--- config.mk ---
export PLATFORM = sky130hd
export DESIGN_NAME = ahb_intc
export DESIGN_NICKNAME = d
export VERILOG_FILES = /design/src/rtl/ahb_intc.sv
export SDC_FILE = /design/constraint.sdc
export NUM_CORES = 1
export LEC_CHECK = 0
export ABC_CLOCK_PERIOD_IN_PS = 1640
export BUFFER_PORTS_ARGS = -buffer_cell sky130_fd_sc_hd__buf_4
export CORE_ASPECT_RATIO = 0.75
export CORE_MARGIN = 2
export CORE_UTILIZATION = 35
export CTS_CLUSTER_DIAMETER = 100
export DETAILED_ROUTE_END_ITERATION = 8
export PLACE_DENSITY = 0.73
export SYNTH_ARGS = -nofsm -noshare
export SYNTH_HDL_FRONTEND = slang
export SYNTH_SLANG_ARGS = --single-unit
--- constraint.sdc ---
create_clock -name hclk -period 1.64 [get_ports hclk]
set_clock_uncertainty 0.2 [all_clocks]
set_input_delay 0.082 -clock hclk [delete_from_list [all_inputs] [get_ports hclk]]
set_output_delay 0.082 -clock hclk [all_outputs]
set_load 0.03 [all_outputs]
--- src/rtl/ahb_intc.sv ---
// AHB-Lite interrupt controller: level/edge sources, fixed lowest-index priority,
// claim/complete handshake through a single CLAIM register.
module ahb_intc #(
   parameter int AWIDTH = 32,
   parameter int DWIDTH = 32,
   parameter int NIRQ   = 8
) (
   input  logic              hclk,
   input  logic              hreset,
   input  logic              hsel_i,
   input  logic              hwrite_i,
   input  logic              hready_i,
   input  logic [2:0]        hsize_i,
   input  logic [2:0]        hburst_i,
   input  logic [1:0]        htrans_i,
   input  logic [AWIDTH-1:0] haddr_i,
   input  logic [DWIDTH-1:0] hwdata_i,
   output logic              hreadyout_o,
   output logic              hresp_o,
   output logic [DWIDTH-1:0] hrdata_o,
   input  logic [NIRQ-1:0]   irq_i,
   output logic              irq_o
);

   typedef enum logic {IDLE, SERVICE} state_t;

   state_t            state;
   logic [NIRQ-1:0]   pending;
   logic [NIRQ-1:0]   enable;
   logic [NIRQ-1:0]   irq_type;
   logic [NIRQ-1:0]   irq_q;
   logic [NIRQ-1:0]   eligible;
   logic [NIRQ-1:0]   win;
   logic [4:0]        claim_id;
   logic [4:0]        isid;
   logic              vld_p1;
   logic              write_p1;
   logic [3:0]        addr_p1;
   logic              addr_ok;
   logic              claim_go;
   logic              complete;
   logic              unused_ok;

   assign hreadyout_o = 1'b1;
   assign hresp_o     = 1'b0;
   assign unused_ok   = ^{hsize_i, hburst_i, htrans_i[0], haddr_i, hwdata_i};

   assign addr_ok  = hsel_i && hready_i && htrans_i[1];
   assign eligible = pending & enable;
   // Isolate the lowest set bit: that source wins arbitration.
   assign win      = eligible & (~eligible + NIRQ'(1));

   always_comb begin
      claim_id = '0;
      for (int i = NIRQ - 1; i >= 0; i--) begin
         if (eligible[i]) claim_id = 5'(i + 1);
      end
   end

   assign claim_go = vld_p1 && !write_p1 && (addr_p1 == 4'hC) &&
                     (state == IDLE) && (claim_id != 5'd0);
   assign complete = vld_p1 && write_p1 && (addr_p1 == 4'hC) &&
                     (state == SERVICE) && (hwdata_i[4:0] == isid);

   always_comb begin
      hrdata_o = '0;
      if (vld_p1 && !write_p1 && !hreset) begin
         case (addr_p1)
            4'h0:    hrdata_o = DWIDTH'(pending);
            4'h4:    hrdata_o = DWIDTH'(enable);
            4'h8:    hrdata_o = DWIDTH'(irq_type);
            4'hC:    hrdata_o = (state == IDLE) ? DWIDTH'(claim_id) : DWIDTH'(isid);
            default: hrdata_o = '0;
         endcase
      end
   end

   always_ff @(posedge hclk) begin
      if (hreset) begin
         state    <= IDLE;
         pending  <= '0;
         enable   <= '0;
         irq_type <= '0;
         irq_q    <= '0;
         isid     <= '0;
         vld_p1   <= 1'b0;
         write_p1 <= 1'b0;
         addr_p1  <= '0;
         irq_o    <= 1'b0;
      end else begin
         // Address phase -> data phase
         vld_p1 <= addr_ok;
         if (addr_ok) begin
            write_p1 <= hwrite_i;
            addr_p1  <= haddr_i[3:0];
         end

         irq_q <= irq_i;
         for (int i = 0; i < NIRQ; i++) begin
            if (!irq_type[i])
               pending[i] <= irq_i[i];
            else if (irq_i[i] && !irq_q[i])
               pending[i] <= 1'b1;
            else if (claim_go && win[i])
               pending[i] <= 1'b0;
         end

         if (vld_p1 && write_p1) begin
            case (addr_p1)
               4'h4:    enable   <= hwdata_i[NIRQ-1:0];
               4'h8:    irq_type <= hwdata_i[NIRQ-1:0];
               default: ;
            endcase
         end

         case (state)
            IDLE: begin
               if (claim_go) begin
                  isid  <= claim_id;
                  state <= SERVICE;
               end
            end
            SERVICE: begin
               if (complete) state <= IDLE;
            end
            default: state <= IDLE;
         endcase

         irq_o <= (state == IDLE) && (|eligible);
      end
   end

endmodule

Word level (Yosys, flattened, before mapping). Cells that the tools add are included.

Logic and storage cells: 116. Input port bits: 85. Register bits: 45. Output and inout port bits: 35.

Bitwise logic cells: 4. Equal/unequal tests: 12. Mux-type cells: 38. $add $sub $neg: 1. Reductions and logical operators: 44.

Operator list (number): 5-bit two-way mux (7); 8-bit case mux with 4 select lines (1); 1-bit logical AND (28); 1-bit two-way mux (26); 3-bit by 1-bit inequality test with 1-bit output, second input constant (8); 8-bit bitwise AND (2); 1-bit logical NOT (10); 8-bit by 1-bit adder with 8-bit output, second input constant (1); 4-bit == test, second input constant (2); 4-bit two-way mux (2); 8-bit two-way mux (1); 8-bit NOT (1); 8-bit OR reduction (1); 2-bit AND reduction (3); 5-bit == test (1); 5-bit nonzero test (1); 4-bit by 3-bit == test with 1-bit output, second input constant (1); 4-bit logical NOT (1); 1-bit case mux with 2 select lines (1); 1-bit NOT (1).

Logic depth before layout (Yosys ltp).
Depth in word-level cells: 15. Gate-level depth with buffers: 5. Depth with buffers taken out: 4.

Least setup slack after synthesis. OpenSTA, ideal clock, no wires.

Path type: reg2out. Start: register addr_p1[3]. End: output port hrdata_o[1]. Arrival: 1.498 ns. Path buffers: 1. Slack: -0.140 ns. Stages on the path, launching flop included: 5. Required time: 1.358 ns. Cells stage by stage: dfxtp_1 -> buf_2 -> and4bb_2 -> nand3_1 -> a31oi_1.

Cells in the longest elaborated chain, start to end: 3. Elaborated cells between the ends (all ways): 6. Those cells by class: 3 x eq/ne; 2 x mux; 1 x reduce/logical.

RTL lines: start, declared (line 38) `logic [3:0] addr_p1;`; start signal, assigned (line 95) `addr_p1 <= haddr_i[3:0];`; 4-bit == test (tied with other cells) (line 68) `case (addr_p1)`; 8-bit case mux with 4 select lines * (line 68); 8-bit two-way mux * (line 67) `if (vld_p1 && !write_p1 && !hreset) begin`; end, declared (line 20) `output logic [DWIDTH-1:0] hrdata_o,`.

Mark *: on every way between the ends. The rest lies on a longest branch, timed or not.

Worst setup path after layout.
Start: register addr_p1[0]. End: output port hrdata_o[0].

The elaborated chain is that of the path after synthesis.

==> summary.md <==
| Metric | Value |
|---|---|
| Synth area leaders | `dfxtp_1 37%, mux2i_1 11%, buf_4 8.1%, nor2_1 5.9%, nand2_1 5.0%` |
| Static Leak | `roughly 1.6 nW` |
| Max Root-Sink Buffers | `2` |
| Routability congestion estimate | `about 0.95` |
| Clk Latency, worst-skew pair | `0.31 ns` |
| Unique masters post-synth | `just over 50` |
| EDFF count, synth | `0` |
| Fraction of layout cells with a size suffix above 1 | `0.3789` |
| Worst Setup EP | `hrdata_o[0]` |
| F_max | `508.6 MHz` |
| Hold Path Class | `input pin to register` |
| Worst Setup SP | `addr_p1[0]` |
| I/O pin count | `120` |
| Die X | `99.67 µm` |
| Max Cap Violations | `0` |
| Cts bufs inserted | `5` |
| Die ar. | `7550 µm²` |
| FP Rows | `26` |
| Area Growth Syn to Fin | `49.79%` |
| CP arrival | `about 1.7 ns` |
| Cell total after placement | `roughly 430` |
| Vias | `2319` |
| Largest net degree at the start of global routing | `25` |
| CTS tree | `built` |
| Outcome | `finished, violations left` |
| Worst R2R Path Depth | `6` |
| Syn Area/Cell | `8.800 µm²` |
| Initial antenna violation count | `0` |
| Final net count | `464` |
| Unrepaired setup endpoints after global routing | `true` |
| Routed length per instance | `15.23 µm` |
| Worst Setup End Kind | `output pin` |
| Ant. Diodes | `0` |
| First-pass GRT wire length | `11140 µm` |
| Pwr per Cell Area | `634.5 nW/µm²` |
| Post-Syn Area | `2402 µm²` |
| Post-route design area | `about 3600 µm²` |
| Clk sinks | `44` |
| Vias/cell | `4.998` |
| Worst r2r dst | `pending[4]` |
| Fin. Hold Viols | `0` |
| Flops & latches, synth | `between 40 and 50` |
| Crit-path max FO | `5` |
| Post-Layout Cell Count | `464` |
| CTS root buf | `clkbuf_8` |
| Warnings from Yosys | `0` |
| CP startpoint kind | `register` |
| Post-Place Setup Slack | `-0.1267 ns` |
| Remaining antenna violation count | `0` |
| Max Slew Vio Count | `0` |
| Critical Path RT | `between 1 and 1.5 ns` |
| # DRC | `0` |
| Final HPWL DP | `4820 µm` |
| Post-synthesis sequential area ratio | `0.3667` |
| Commonest non-fill, non-tap cell in the layout | `buf_4` |
| Starting Density | `0.3567` |
| Initial drt markers | `roughly 190` |
| Maximum vdd ir drop | `around 410 µV` |
| Area leader, netlist | `dfxtp_1` |
| Total power | `2.283 mW` |
| CTS H-Tree Depth | `2` |
| Hold path start | `hreset` |
| Async SR Flop Fraction | `0` |
| Most frequent cells in the layout | `73 x buf_4, 37 x nor2_1, 37 x dfxtp_1, 30 x nand2_1, 27 x mux2i_1` |
| Final setup fails | `22` |
| Final setup margin | `-0.3262 ns` |
| Reg2reg setup slack | `-0.28 ns` |
| Kind of critical path | `register to output pin` |
| DRT Wirelength | `7069 µm` |
| Overall Global Routing Usage | `0.1932` |
| Reg2reg start | `addr_p1[0]` |
| Area post-placement | `~3000 µm²` |
| Clock Pin Slew Worst Setup and Hold Paths | `roughly 0.090 ns` |
| Vias in the first global route | `~2200` |
| Top-area cell type share of the netlist area | `0.3667` |
| GRT overflow | `0` |
| Failing checks | `negative setup slack` |
| Port-buffer cells | `34` |
| Cells after Synth | `between 200 and 300` |
| Core area | `6734 µm²` |
| Period utilization | `1.199` |
| Final Critical Period | `around 2 ns` |
| Die height | `75.75 µm` |
| Setup TNS Final | `-4.803 ns` |
| Pre-antenna DRT Iters | `4` |
| Top FF cell, synth | `dfxtp_1` |
-- timing repair --
action,CTS,global route
pin swaps,17,4
hold buffers,21,0
gates resized for setup,49,6
endpoints found under the hold margin,36,0
buffers inserted,6,3
endpoints found under the setup margin,37,27
-- power by group --
part / leakage (nW) / internal (mW) / total, mW / switching, mW
sequential: 0.363 / 1.09 / 1.11 / 0.0192
combinational: 1.19 / 0.153 / 0.345 / 0.192
clock: 0.0552 / 0.452 / 0.826 / 0.374
total: 1.61 / 1.70 / 2.28 / 0.585
-- worst max-delay path, cell delays in order (launching register included) --
cell and delay [ns]:
dfxtp_2 0.36, nand4bb_4 0.29, a21oi_2 0.24, o211ai_1 0.14, a21oi_2 0.20, buf_6 0.15
-- area by class of cell --
| class | count | area, µm² |
|---|---|---|
| Fill cell | 592 | 3136 |
| Multi-Input combinational cell | 215 | 1533 |
| Timing Repair Buffer | 110 | 947.2 |
| Sequential cell | 44 | 894.6 |
| Tap cell | 84 | 105.1 |
| Clock buffer | 6 | 72.57 |
| Clock inverter | 2 | 35.03 |
| Inverter | 3 | 11.26 |
-- state kept, by name (all words and copies together) (netlist names) --
name,flops
pending,8
write_p1,1
isid,4
vld_p1,1
irq_o,1
irq_type,8
enable,8
addr_p1,4
state,1
irq_q,8
-- worst min path at each step --
stage / endpoint / cells past startpoint
final: pending[6] / 3
after global routing: irq_q[5] / 3
after CTS: isid[0] / 3
after detailed placement: irq_q[2] / 2
after global placement: irq_q[2] / 2
after floorplan: irq_q[2] / 1
-- through the flow --
stage | hold WS [ns] | utilization
final | 0.05021 | 0.5344
after global routing | 0.06249 | 0.5344
after CTS | 0.04554 | 0.5273
after detailed placement | 0.1119 | 0.4415
after global placement | 0.1062 | 0.4415
after floorplan | 0.01018 | -
-- cell usage after synthesis, drive strengths merged, types with 2 or more instances --
master  instances
a21o            2
a21oi          15
a22o            6
a22oi           5
a311oi          4
a32oi           5
and2            2
buf            32
clkbuf          2
conb            2
dfxtp          44
inv             3
mux2            3
mux2i          27
nand2          32
nand2b          3
nand3           5
nand4           4
nor2           38
nor2b          10
nor3            4
o21ai           3
o31ai           2
xnor2           3
-- routing by layer --
metal	wire length (µm)	GRT usage	vias up	part of all wire
met5	0	0	-	0
met4	158	0.05632	0	0.022
met3	469	0.03853	16	0.066
met2	3230	0.3161	97	0.46
met1	3211	0.2630	1077	0.45
li1	-	-	1129	-
-- logic make-up after synthesis --
logic type / synth area share
DFF: 0.3667
and+or+nand+nor: 0.2214
xor gates and xnor gates: 0.01459
buffers and inverters: 0.1115
muxes: 0.1266
other: 0.003126
AOI/OAI and AO/OA: 0.1563
No activity file was read; power rests on OpenSTA's default activity.
